[config.mk]
export PLATFORM = sky130hd
export DESIGN_NAME = alu_result_stage_flat
export DESIGN_NICKNAME = d
export VERILOG_FILES = /design/src/rtl/alu_result_stage_if.sv /design/src/rtl/alu_result_stage.sv /design/src/flat_wrapper.sv
export SDC_FILE = /design/constraint.sdc
export NUM_CORES = 1
export LEC_CHECK = 0
export CAP_MARGIN = 20
export CORE_ASPECT_RATIO = 1.2
export CORE_UTILIZATION = 30
export DETAILED_ROUTE_END_ITERATION = 10
export DONT_BUFFER_PORTS = 1
export PLACE_DENSITY = 0.46
export SLEW_MARGIN = 20
export SYNTH_ARGS = -nofsm -noshare
export SYNTH_HDL_FRONTEND = slang
export SYNTH_SLANG_ARGS = --single-unit
[constraint.sdc]
create_clock -name clk -period 1.6 [get_ports clk]
set_input_delay 0.16 -clock clk [delete_from_list [all_inputs] [get_ports clk]]
set_output_delay 0.16 -clock clk [all_outputs]
set_load 0.05 [all_outputs]
[src/rtl/alu_result_stage_if.sv]
// Valid/ready bundle between the ALU result mux, this stage and its consumer.
interface alu_result_stage_if #(
  parameter int N = 32
);
  logic         in_valid;
  logic         in_ready;
  logic [N-1:0] in_result;
  logic [2:0]   in_op;
  logic         in_carry;
  logic         in_overflow;
  logic         out_valid;
  logic         out_ready;
  logic [N-1:0] out_result;
  logic [2:0]   out_op;
  logic         out_zero;
  logic         out_negative;
  logic         out_carry;
  logic         out_overflow;

  modport master (
    output in_valid, in_result, in_op, in_carry, in_overflow, out_ready,
    input  in_ready, out_valid, out_result, out_op, out_zero, out_negative,
           out_carry, out_overflow
  );

  modport slave (
    input  in_valid, in_result, in_op, in_carry, in_overflow, out_ready,
    output in_ready, out_valid, out_result, out_op, out_zero, out_negative,
           out_carry, out_overflow
  );
endinterface

[src/rtl/alu_result_stage.sv]
// Registered ALU result stage: flag generation, 2-entry skid buffer,
// sticky overflow and delivered-result counter.
module alu_result_stage #(
  parameter int         N      = 32,
  parameter logic [2:0] OP_ADD = 3'b010,
  parameter logic [2:0] OP_SUB = 3'b110,
  parameter int         CNT_W  = 16
) (
  input  logic             clk,
  input  logic             rst,
  alu_result_stage_if.slave bus,
  input  logic             sticky_clr,
  output logic             sticky_ovf,
  output logic [CNT_W-1:0] result_count
);

  typedef struct packed {
    logic [N-1:0] result;
    logic [2:0]   op;
    logic         zero;
    logic         negative;
    logic         carry;
    logic         overflow;
  } entry_t;

  typedef enum logic [1:0] {
    EMPTY = 2'd0,
    ONE   = 2'd1,
    FULL  = 2'd2
  } state_t;

  state_t           state_q;
  entry_t           main_q;
  entry_t           skid_q;
  entry_t           in_d;
  logic             in_ready_q;
  logic             out_valid_q;
  logic             sticky_q;
  logic [CNT_W-1:0] cnt_q;
  logic             in_xfer;
  logic             out_xfer;
  logic             arith;

  always_comb begin
    arith           = (bus.in_op == OP_ADD) || (bus.in_op == OP_SUB);
    in_d            = '0;
    in_d.result     = bus.in_result;
    in_d.op         = bus.in_op;
    in_d.zero       = (bus.in_result == '0);
    in_d.negative   = bus.in_result[N-1];
    in_d.carry      = arith & bus.in_carry;
    in_d.overflow   = arith & bus.in_overflow;
  end

  assign in_xfer  = bus.in_valid && in_ready_q;
  assign out_xfer = out_valid_q && bus.out_ready;

  always_ff @(posedge clk) begin
    if (rst) begin
      state_q     <= EMPTY;
      main_q      <= '0;
      skid_q      <= '0;
      in_ready_q  <= 1'b1;
      out_valid_q <= 1'b0;
      sticky_q    <= 1'b0;
      cnt_q       <= '0;
    end else begin
      case (state_q)
        EMPTY: begin
          if (in_xfer) begin
            main_q      <= in_d;
            state_q     <= ONE;
            out_valid_q <= 1'b1;
          end
        end
        ONE: begin
          if (in_xfer && out_xfer) begin
            main_q <= in_d;
          end else if (in_xfer) begin
            skid_q     <= in_d;
            state_q    <= FULL;
            in_ready_q <= 1'b0;
          end else if (out_xfer) begin
            state_q     <= EMPTY;
            out_valid_q <= 1'b0;
          end
        end
        FULL: begin
          if (out_xfer) begin
            main_q     <= skid_q;
            state_q    <= ONE;
            in_ready_q <= 1'b1;
          end
        end
        default: begin
          state_q     <= EMPTY;
          in_ready_q  <= 1'b1;
          out_valid_q <= 1'b0;
        end
      endcase

      // A delivered overflow beats a concurrent clear.
      if (out_xfer && main_q.overflow)
        sticky_q <= 1'b1;
      else if (sticky_clr)
        sticky_q <= 1'b0;

      if (out_xfer)
        cnt_q <= cnt_q + 1'b1;
    end
  end

  assign bus.in_ready     = in_ready_q;
  assign bus.out_valid    = out_valid_q;
  assign bus.out_result   = main_q.result;
  assign bus.out_op       = main_q.op;
  assign bus.out_zero     = main_q.zero;
  assign bus.out_negative = main_q.negative;
  assign bus.out_carry    = main_q.carry;
  assign bus.out_overflow = main_q.overflow;
  assign sticky_ovf       = sticky_q;
  assign result_count     = cnt_q;

endmodule

[src/flat_wrapper.sv]
// flat-port wrapper written by rule: the top's interface ports become plain ports
module alu_result_stage_flat 
#(
  parameter int         N      = 32,
  parameter logic [2:0] OP_ADD = 3'b010,
  parameter logic [2:0] OP_SUB = 3'b110,
  parameter int         CNT_W  = 16
)
  (clk, rst, sticky_clr, sticky_ovf, result_count, bus_in_valid, bus_in_result, bus_in_op, bus_in_carry, bus_in_overflow, bus_out_ready, bus_in_ready, bus_out_valid, bus_out_result, bus_out_op, bus_out_zero, bus_out_negative, bus_out_carry, bus_out_overflow);
  alu_result_stage_if #(.N(N)) bus_i ();
  input  logic clk;
  input  logic rst;
  input  logic sticky_clr;
  output logic sticky_ovf;
  output logic [CNT_W-1:0] result_count;
  input wire logic [$bits(bus_i.in_valid)-1:0] bus_in_valid;
  input wire logic [$bits(bus_i.in_result)-1:0] bus_in_result;
  input wire logic [$bits(bus_i.in_op)-1:0] bus_in_op;
  input wire logic [$bits(bus_i.in_carry)-1:0] bus_in_carry;
  input wire logic [$bits(bus_i.in_overflow)-1:0] bus_in_overflow;
  input wire logic [$bits(bus_i.out_ready)-1:0] bus_out_ready;
  output wire logic [$bits(bus_i.in_ready)-1:0] bus_in_ready;
  output wire logic [$bits(bus_i.out_valid)-1:0] bus_out_valid;
  output wire logic [$bits(bus_i.out_result)-1:0] bus_out_result;
  output wire logic [$bits(bus_i.out_op)-1:0] bus_out_op;
  output wire logic [$bits(bus_i.out_zero)-1:0] bus_out_zero;
  output wire logic [$bits(bus_i.out_negative)-1:0] bus_out_negative;
  output wire logic [$bits(bus_i.out_carry)-1:0] bus_out_carry;
  output wire logic [$bits(bus_i.out_overflow)-1:0] bus_out_overflow;
  assign bus_i.in_valid = bus_in_valid;
  assign bus_i.in_result = bus_in_result;
  assign bus_i.in_op = bus_in_op;
  assign bus_i.in_carry = bus_in_carry;
  assign bus_i.in_overflow = bus_in_overflow;
  assign bus_i.out_ready = bus_out_ready;
  assign bus_in_ready = bus_i.in_ready;
  assign bus_out_valid = bus_i.out_valid;
  assign bus_out_result = bus_i.out_result;
  assign bus_out_op = bus_i.out_op;
  assign bus_out_zero = bus_i.out_zero;
  assign bus_out_negative = bus_i.out_negative;
  assign bus_out_carry = bus_i.out_carry;
  assign bus_out_overflow = bus_i.out_overflow;
  alu_result_stage #(.N(N), .OP_ADD(OP_ADD), .OP_SUB(OP_SUB), .CNT_W(CNT_W)) u_core (.clk(clk), .rst(rst), .bus(bus_i), .sticky_clr(sticky_clr), .sticky_ovf(sticky_ovf), .result_count(result_count));
endmodule
==> metrics.txt, run 1 <==
status=finished, violations left; violations in the final reports=negative hold slack; syn_nets=545; Post-Synth Simple-Gate Area=26.14%; Worst slew margin=63.34%; Synth Cell Area=4255 um^2; worst hold stages=1; Crit-path slowest cell=dfxtp_1; combinational power share=23.9%; Hold Violations, Final=92; worst min path class=in2reg; H-Tree Depth=3; Max Fclk=663.1 MHz; n_diodes=0; Area Overhead vs Synth=25.73%; number of remaining DRC errors=0; Cell Int Power=4.490 mW; Core ar.=13820 um^2; Yosys reg bits=97; CTS Sinks=97; Avg Cell Area, Syn=8.477 um^2; area share of fa/ha/maj cells after synthesis=0.2940%; commonest non-fill, non-tap cell in the layout=nand2_1; Clk pin slew, worst setup/hold paths=0.07 ns; gr ovfl total=0; placed cell areas=4938 um^2; RSZ-0062 raised after global routing=true; initial core utilization=30.79%; Overall Global Routing Usage=15.42%; die height=132.5 um; Max IR drop VDD=0.7131 mV; Pwr Total=6.504 mW; Iter 0 DRT Violations=187; number of distinct library cells after synthesis=44; Detail Route Antenna Nets=0; final worst path period share=94.25%; worst hold start=rst; DR pass1 iterations=7; Seq/Total Area, Yosys=45.63%; WL final=11430 um; via/cell ratio=5.034; EDFF count, synth=0; post-synthesis compound-gate area fraction=19.52%; post-synthesis mux area share=1.235%; WP data required=1.84 ns; post-DP HPWL=7446 um; TNS Setup=0 ns; post-synthesis xor/xnor area fraction=2.058%; sequential share of power=41.6%; Layout Cells excl Fill=733; Min Hold Slack=-0.1083 ns; first-pass GRT wire length=18130 um; Main synth FF type=dfxtp_1; CP Capture Type=register; number of max-cap violations=0; cells after synthesis=502; slowest stage delay, CP=0.35 ns; worst skew pair latency=0.34 ns; largest net degree at the start of global routing=102; Max Root-Sink Buffers=2; FF-to-FF Start=u_core.state_q[0]; leakage=2.012 nW; fillers=1410; worst-path maximum fanout=13; Net Sw Power=2.014 mW; Placed Cells=710; hold worst-path end=u_core.bus.out_result[19]; Buffers on Ports=0; finished layout cell area=5350 um^2; Slew Viols, Final=0; TritonCTS clock tree=done; fin nets=600; reg2reg end=u_core.bus.out_result[0]; final setup fails=0; flop2flop setup slack=0.09 ns; Hold Buf Count CTS=1; clk_skew=0.006466 ns; Die Wd=110.7 um; crit-path cells=a21bo_2 -> a22o_4 -> clkbuf_16 -> a311oi_1; vias in the first global route=3439; Routed wire per std cell=15.60 um; initial antenna violation count=0; Power Dens Cells=1216 nW/um^2; Reg2Reg Depth=4; largest family of logic cells by synthesized area=simple AND/OR/NAND/NOR gates; via count=3690; Arrival @ worst endpoint=1.75 ns; share of cells above drive strength 1=26.33%; most frequent cells in the layout=153 x nand2_1, 84 x dfxtp_1, 72 x buf_4; Net Sw Frac=30.97%; Clk pwr share=34.5%; io pins=100; Post-synth ARST share=0%; Tmin final=1.508 ns; Least-Margin Pin Slew=0.5448 ns; number of synthesis warnings=0; global placer's final weighted congestion=0.7551; CTS Root Cell=clkbuf_16; crit path kind=reg2reg; Die Area=14670 um^2; std cell rows=47; total CTS buffers=9; Critical Path Source Type=register
-- how the worst max path moves through the flow --
stage | from | to | slack [ns] | cells past startpoint
floorplan | u_core.result_count[8] | u_core.result_count[13] | -0.005 | 4
global placement | u_core.result_count[6] | u_core.result_count[15] | 0.10 | 4
detailed placement | u_core.state_q[0] | u_core.bus.out_result[9] | 0.08 | 6
CTS | u_core.state_q[0] | u_core.bus.out_op[0] | 0.03 | 6
global route | u_core.state_q[0] | u_core.bus.out_result[12] | -0.004 | 6
finish | u_core.state_q[0] | u_core.bus.out_result[0] | 0.09 | 4
-- Yosys cell counts, drive strengths merged (2+ instances only) --
cell type    n  area [um^2]
clkbuf      16        60.06
nor2b        4        25.02
nand2      153        574.3
nand2b       2        12.51
nor2        54        202.7
a311oi      38        520.5
mux2i        3        30.03
dfxtp       97         1942
mux2         2        22.52
nand4        6        37.54
buf         22        150.1
or3          3        18.77
nor3         5        36.29
and4         2        17.52
inv          2        7.510
and2         2        12.51
nor4        10        68.81
a21oi       44        220.2
nand4b       4        35.03
nand3        7        35.03
xor2         5        43.79
xnor2        5        43.79
-- layer usage --
| layer | track usage (%) | wire length [um] |
|---|---|---|
| met1 | 19.42 | 5077 |
| met2 | 25.50 | 5465 |
| met3 | 3.573 | 679 |
| met4 | 6.000 | 210 |
| met5 | 0 | 0 |
-- power groups by stage --
stage / logic (mW) / registers [mW] / clock network, mW
5_1_grt: 1.65 / 2.73 / 2.39
6_report: 1.55 / 2.71 / 2.25
4_1_cts: 1.50 / 2.71 / 2.31
3_5_place_dp: 1.50 / 2.76 / 0
3_3_place_gp: 1.48 / 2.76 / 0
2_1_floorplan: 0.672 / 3.22 / 0
-- sequential cells by signal, summed over array words and instances, names as in the netlist --
signal / flops
u_core.state_q: 2
u_core.sticky_ovf: 1
u_core.bus.in_ready: 1
u_core.bus.out_carry: 1
u_core.bus.out_valid: 1
u_core.result_count: 16
u_core.bus.out_op: 3
u_core.bus.out_zero: 1
u_core.bus.out_overflow: 1
u_core.skid_q: 38
u_core.bus.out_result: 32
-- logic make-up after synthesis --
group	Yosys count
fa+ha+maj	1
compound gates	92
xor+xnor	10
simple gates	257
flops	97
mux	5
buf+inv	40
-- through the flow --
stage | worst slack [ns] | utilization (%)
after global placement | 0.1030 | 35.74
after CTS | 0.03214 | 38.04
after global routing | -0.003687 | 38.71
final | 0.09204 | 38.71
after floorplan | -0.004819 | -
after detailed placement | 0.08281 | 35.74
-- cell type report --
class / instances / area, um^2 / area share (%)
clock buffers: 14 / 274.0 / 5.122
multi-input cells: 366 / 2140 / 39.99
inverters: 2 / 7.507 / 0.1403
flip-flops and latches: 97 / 1973 / 36.88
clock inverters: 2 / 35.03 / 0.6548
repair buffers: 81 / 706.9 / 13.21
well taps: 171 / 214.0 / 3.999
-- worst max-delay path, delay by kind of cell, from the launching register on --
family                 cells  cell delay [ns]
AOI/OAI and AO/OA          3             0.87
buffers and inverters      1             0.20
DFF                        1             0.35
-- what timing repair did --
item	in CTS	in global routing
gates resized for setup	0	6
buffers inserted	0	4
endpoints found under the setup margin	0	11
hold endpoints to repair	93	92
No activity file was read; power rests on OpenSTA's default activity.
==> run 2, diff against run 1 <==
- CORE_UTILIZATION: 30 -> 47
- PLACE_DENSITY: 0.46 -> 0.65
==> metrics.txt, run 2 (synthesis results as in run 1) <==
FF-to-FF Start=u_core.result_count[13]; Max Root-Sink Buffers=2; worst-path maximum fanout=3; Overall Global Routing Usage=21.56%; Clk pin slew, worst setup/hold paths=0.10 ns; io pins=100; fin nets=595; CP Capture Type=register; number of max-cap violations=0; CTS Sinks=97; leakage=1.919 nW; Tmin final=1.540 ns; RSZ-0062 raised after global routing=false; Die Wd=88.86 um; Routed wire per std cell=14.74 um; Min Hold Slack=-0.1483 ns; Max IR drop VDD=0.6203 mV; initial antenna violation count=0; Buffers on Ports=0; status=finished, violations left; final setup fails=0; Detail Route Antenna Nets=0; post-DP HPWL=6587 um; crit-path cells=buf_6 -> nor2_1 -> dlygate4sd3_1 -> mux2_1; worst skew pair latency=0.36 ns; number of remaining DRC errors=0; slowest stage delay, CP=0.54 ns; CP startpoint=u_core.result_count[13]; finished layout cell area=5104 um^2; share of cells above drive strength 1=25.13%; Critical Path Source Type=register; Pwr Total=5.795 mW; Arrival @ worst endpoint=1.79 ns; WL final=9933 um; worst hold stages=1; most frequent cells in the layout=153 x nand2_1, 84 x dfxtp_1, 66 x buf_4; worst min path class=in2reg; violations in the final reports=negative hold slack; worst hold start=rst; via/cell ratio=5.365; TritonCTS clock tree=done; Hold Violations, Final=91; via count=3616; DR pass1 iterations=4; Iter 0 DRT Violations=162; first-pass GRT wire length=15700 um; n_diodes=0; Hold Buf Count CTS=3; Max Fclk=649.4 MHz; total CTS buffers=9; Least-Margin Pin Slew=0.5171 ns; Area Overhead vs Synth=19.94%; vias in the first global route=3397; Power Dens Cells=1136 nW/um^2; Slew Viols, Final=0; TNS Setup=0 ns; CTS Root Cell=clkbuf_8; H-Tree Depth=3; largest register by flop count=u_core.skid_q; Die Area=9440 um^2; commonest non-fill, non-tap cell in the layout=nand2_1; crit path kind=reg2reg; initial core utilization=48.89%; clk_skew=0.009250 ns; largest net degree at the start of global routing=102; gr ovfl total=0; final worst path period share=96.24%; WP data required=1.85 ns; Core ar.=8703 um^2; die height=106.2 um; Reg2Reg Depth=4; global placer's final weighted congestion=0.8092; Worst slew margin=65.21%; placed cell areas=4841 um^2; Crit-path slowest cell=dlygate4sd3_1; fillers=843; flip-flop count of the largest register after layout=38; std cell rows=37
run 2: cell count changes in the layout (fill, tap and decap cells not counted), moves of 2 or more:
cell / before / now
dlygate4sd3_1: 1 / 3
clkbuf_16: 10 / 0
buf_4: 72 / 66
clkbuf_1: 2 / 0
clkinvlp_4: 0 / 3
inv_6: 0 / 2
clkbuf_8: 3 / 9
buf_6: 1 / 3
run 2: repair_timing:
action                                  in CTS  in global routing
resized for setup                            0                  5
endpoints found under the setup margin       0                 23
buffers inserted                             0                  1
hold endpoints to repair                    94                 91
run 2: layout make-up:
| type | instances | area, um^2 | area share, % |
|---|---|---|---|
| sequential | 97 | 1973 | 38.66 |
| clock inverter | 7 | 78.83 | 1.544 |
| timing repair buffer | 77 | 659.4 | 12.92 |
| clock buffer | 9 | 123.9 | 2.427 |
| multi-input combinational | 365 | 2115 | 41.43 |
| inverter | 2 | 7.507 | 0.1471 |
| tap | 117 | 146.4 | 2.868 |
run 2: metrics by stage:
step	utilization, %	hold slack (ns)	setup slack (ns)	std cells
global route	58.64	-0.1688	0.01796	674
floorplan	-	0.2960	-0.004819	502
global placement	55.62	0.2337	0.1155	654
finish	58.64	-0.1483	0.06013	674
CTS	58.29	-0.1619	0.02163	673
detailed placement	55.62	0.2355	0.07219	654
run 2: metal layers:
layer  GRT usage, %  up-vias  wire (um)
met5              0        -          0
met1          26.02     1691       4356
met4          10.71        0        271
met2          36.81       83       4906
met3          3.028       18        399
li1               -     1824          -
run 2: worst paths after layout:
| path | slack (ns) | end |
|---|---|---|
| worst max-delay path | 0.06 | u_core.result_count[13] |
| worst min-delay path | -0.15 | u_core.bus.out_result[25] |
| worst max register to register | 0.06 | u_core.result_count[13] |
| worst min register to register | 0.46 | u_core.skid_q[24] |
run 2: where the power goes:
group / internal, mW / leakage, nW / switching (mW)
combinational: 0.512 / 1.03 / 0.965
clock: 0.736 / 0.0925 / 0.878
sequential: 2.59 / 0.800 / 0.110
run 2: critical path: cells and delay by family (launching register included):
family | cells | cell delay, ns
buffers and inverters | 2 | 0.72
DFF | 1 | 0.38
muxes | 1 | 0.27
and+or+nand+nor | 1 | 0.06
==> run 3, diff against run 2 <==
- PLACE_DENSITY: 0.65 -> 0.63
- clock period: 1.6 -> 1.68 ns (I/O delays scaled with it)
==> metrics.txt, run 3 (synthesis results as in run 1) <==
global placer's final weighted congestion=0.7688; FF-to-FF Start=u_core.bus.out_valid; number of max-cap violations=0; via/cell ratio=5.317; H-Tree Depth=3; Worst slew margin=63.65%; WP data required=1.93 ns; Die Area=9440 um^2; worst min path class=in2reg; CTS Sinks=97; std cell rows=37; WL final=9748 um; total CTS buffers=9; worst-path maximum fanout=8; final worst path period share=95.42%; Area Overhead vs Synth=20.38%; TritonCTS clock tree=done; worst hold start=rst; initial antenna violation count=0; CP Capture Type=register; initial core utilization=48.89%; Die Wd=88.86 um; Pwr Total=5.584 mW; Buffers on Ports=0; Power Dens Cells=1090 nW/um^2; die height=106.2 um; largest register by flop count=u_core.skid_q; worst skew pair latency=0.36 ns; largest net degree at the start of global routing=102; Detail Route Antenna Nets=0; number of remaining DRC errors=0; Hold Violations, Final=87; Clk pin slew, worst setup/hold paths=0.09 ns; status=finished, violations left; Max Fclk=623.8 MHz; final setup fails=0; gr ovfl total=0; Max Root-Sink Buffers=2; CP startpoint=u_core.bus.out_valid; io pins=100; TNS Setup=0 ns; Routed wire per std cell=14.42 um; Tmin final=1.603 ns; crit path kind=reg2reg; CTS Root Cell=clkbuf_8; share of cells above drive strength 1=24.51%; Max IR drop VDD=0.5118 mV; DR pass1 iterations=5; Min Hold Slack=-0.1254 ns; Slew Viols, Final=0; first-pass GRT wire length=15660 um; vias in the first global route=3337; Core ar.=8703 um^2; RSZ-0062 raised after global routing=false; Arrival @ worst endpoint=1.85 ns; leakage=1.940 nW; fin nets=597; Critical Path Source Type=register; most frequent cells in the layout=153 x nand2_1, 85 x dfxtp_1, 66 x buf_4; Least-Margin Pin Slew=0.5445 ns; n_diodes=0; violations in the final reports=negative hold slack; Overall Global Routing Usage=21.37%; flip-flop count of the largest register after layout=38; via count=3594; post-DP HPWL=6464 um; Iter 0 DRT Violations=146; clk_skew=0.007383 ns; commonest non-fill, non-tap cell in the layout=nand2_1
[run 3: changes by cell type in the layout (fill, tap and decap cells not counted), sizes merged]
cell / delta
dlygate4sd3: +3
buf: -2
clkbuf: +2
clkinvlp: -2
dlymetal6s2s: +1
[run 3: area by class of cell]
| type | instances | area [um^2] |
|---|---|---|
| fillers | 825 | 3581 |
| multi-input cells | 365 | 2110 |
| flip-flops and latches | 97 | 1967 |
| repair buffers | 79 | 679.4 |
| clock buffers | 11 | 152.6 |
| well taps | 117 | 146.4 |
| clock inverters | 5 | 60.06 |
| inverters | 2 | 7.507 |
[run 3: critical path, cell delays in order (launching register included)]
cell and delay (ns):
dfxtp_4 0.37, and2_4 0.14, buf_6 0.13, nand2_1 0.08, xor2_1 0.17, nor2_1 0.05
dlygate4sd3_1 0.54
[run 3: final timing paths]
kind / end / slack (ns) / cells after the start
hold / removal: u_core.bus.out_result[24] / -0.13 / 1
hold reg to reg: u_core.skid_q[28] / 0.45 / 2
setup reg to reg: u_core.result_count[2] / 0.08 / 6
setup / recovery: u_core.result_count[2] / 0.08 / 6
[run 3: layer usage]
| metal | part of all wire (%) | track usage (%) |
|---|---|---|
| met5 | 0 | 0 |
| met4 | 1.8 | 9.677 |
| met3 | 6.2 | 4.814 |
| met2 | 47 | 35.05 |
| met1 | 45 | 26.33 |
[run 3: through the flow]
step | std cells | setup slack, ns | area (um^2) | util, %
finish | 676 | 0.07699 | 5122 | 58.86
global route | 676 | 0.0002138 | 5122 | 58.86
CTS | 674 | 0.02000 | 5087 | 58.45
detailed placement | 653 | 0.1529 | 4825 | 55.43
global placement | 653 | 0.1978 | 4825 | 55.43
floorplan | 502 | 0.006302 | 4278 | -
[run 3: what timing repair did]
action / in CTS / in global routing
buffers inserted: 0 / 1
endpoints found under the setup margin: 0 / 1
hold endpoints to repair: 93 / 88
hold buffers: 5 / 1
gates resized for setup: 0 / 4
[run 3: report_power, final]
group | switching [mW] | leakage [nW] | internal [mW]
logic | 0.941 | 1.04 | 0.495
registers | 0.0745 | 0.799 | 2.47
clock network | 0.813 | 0.105 | 0.788
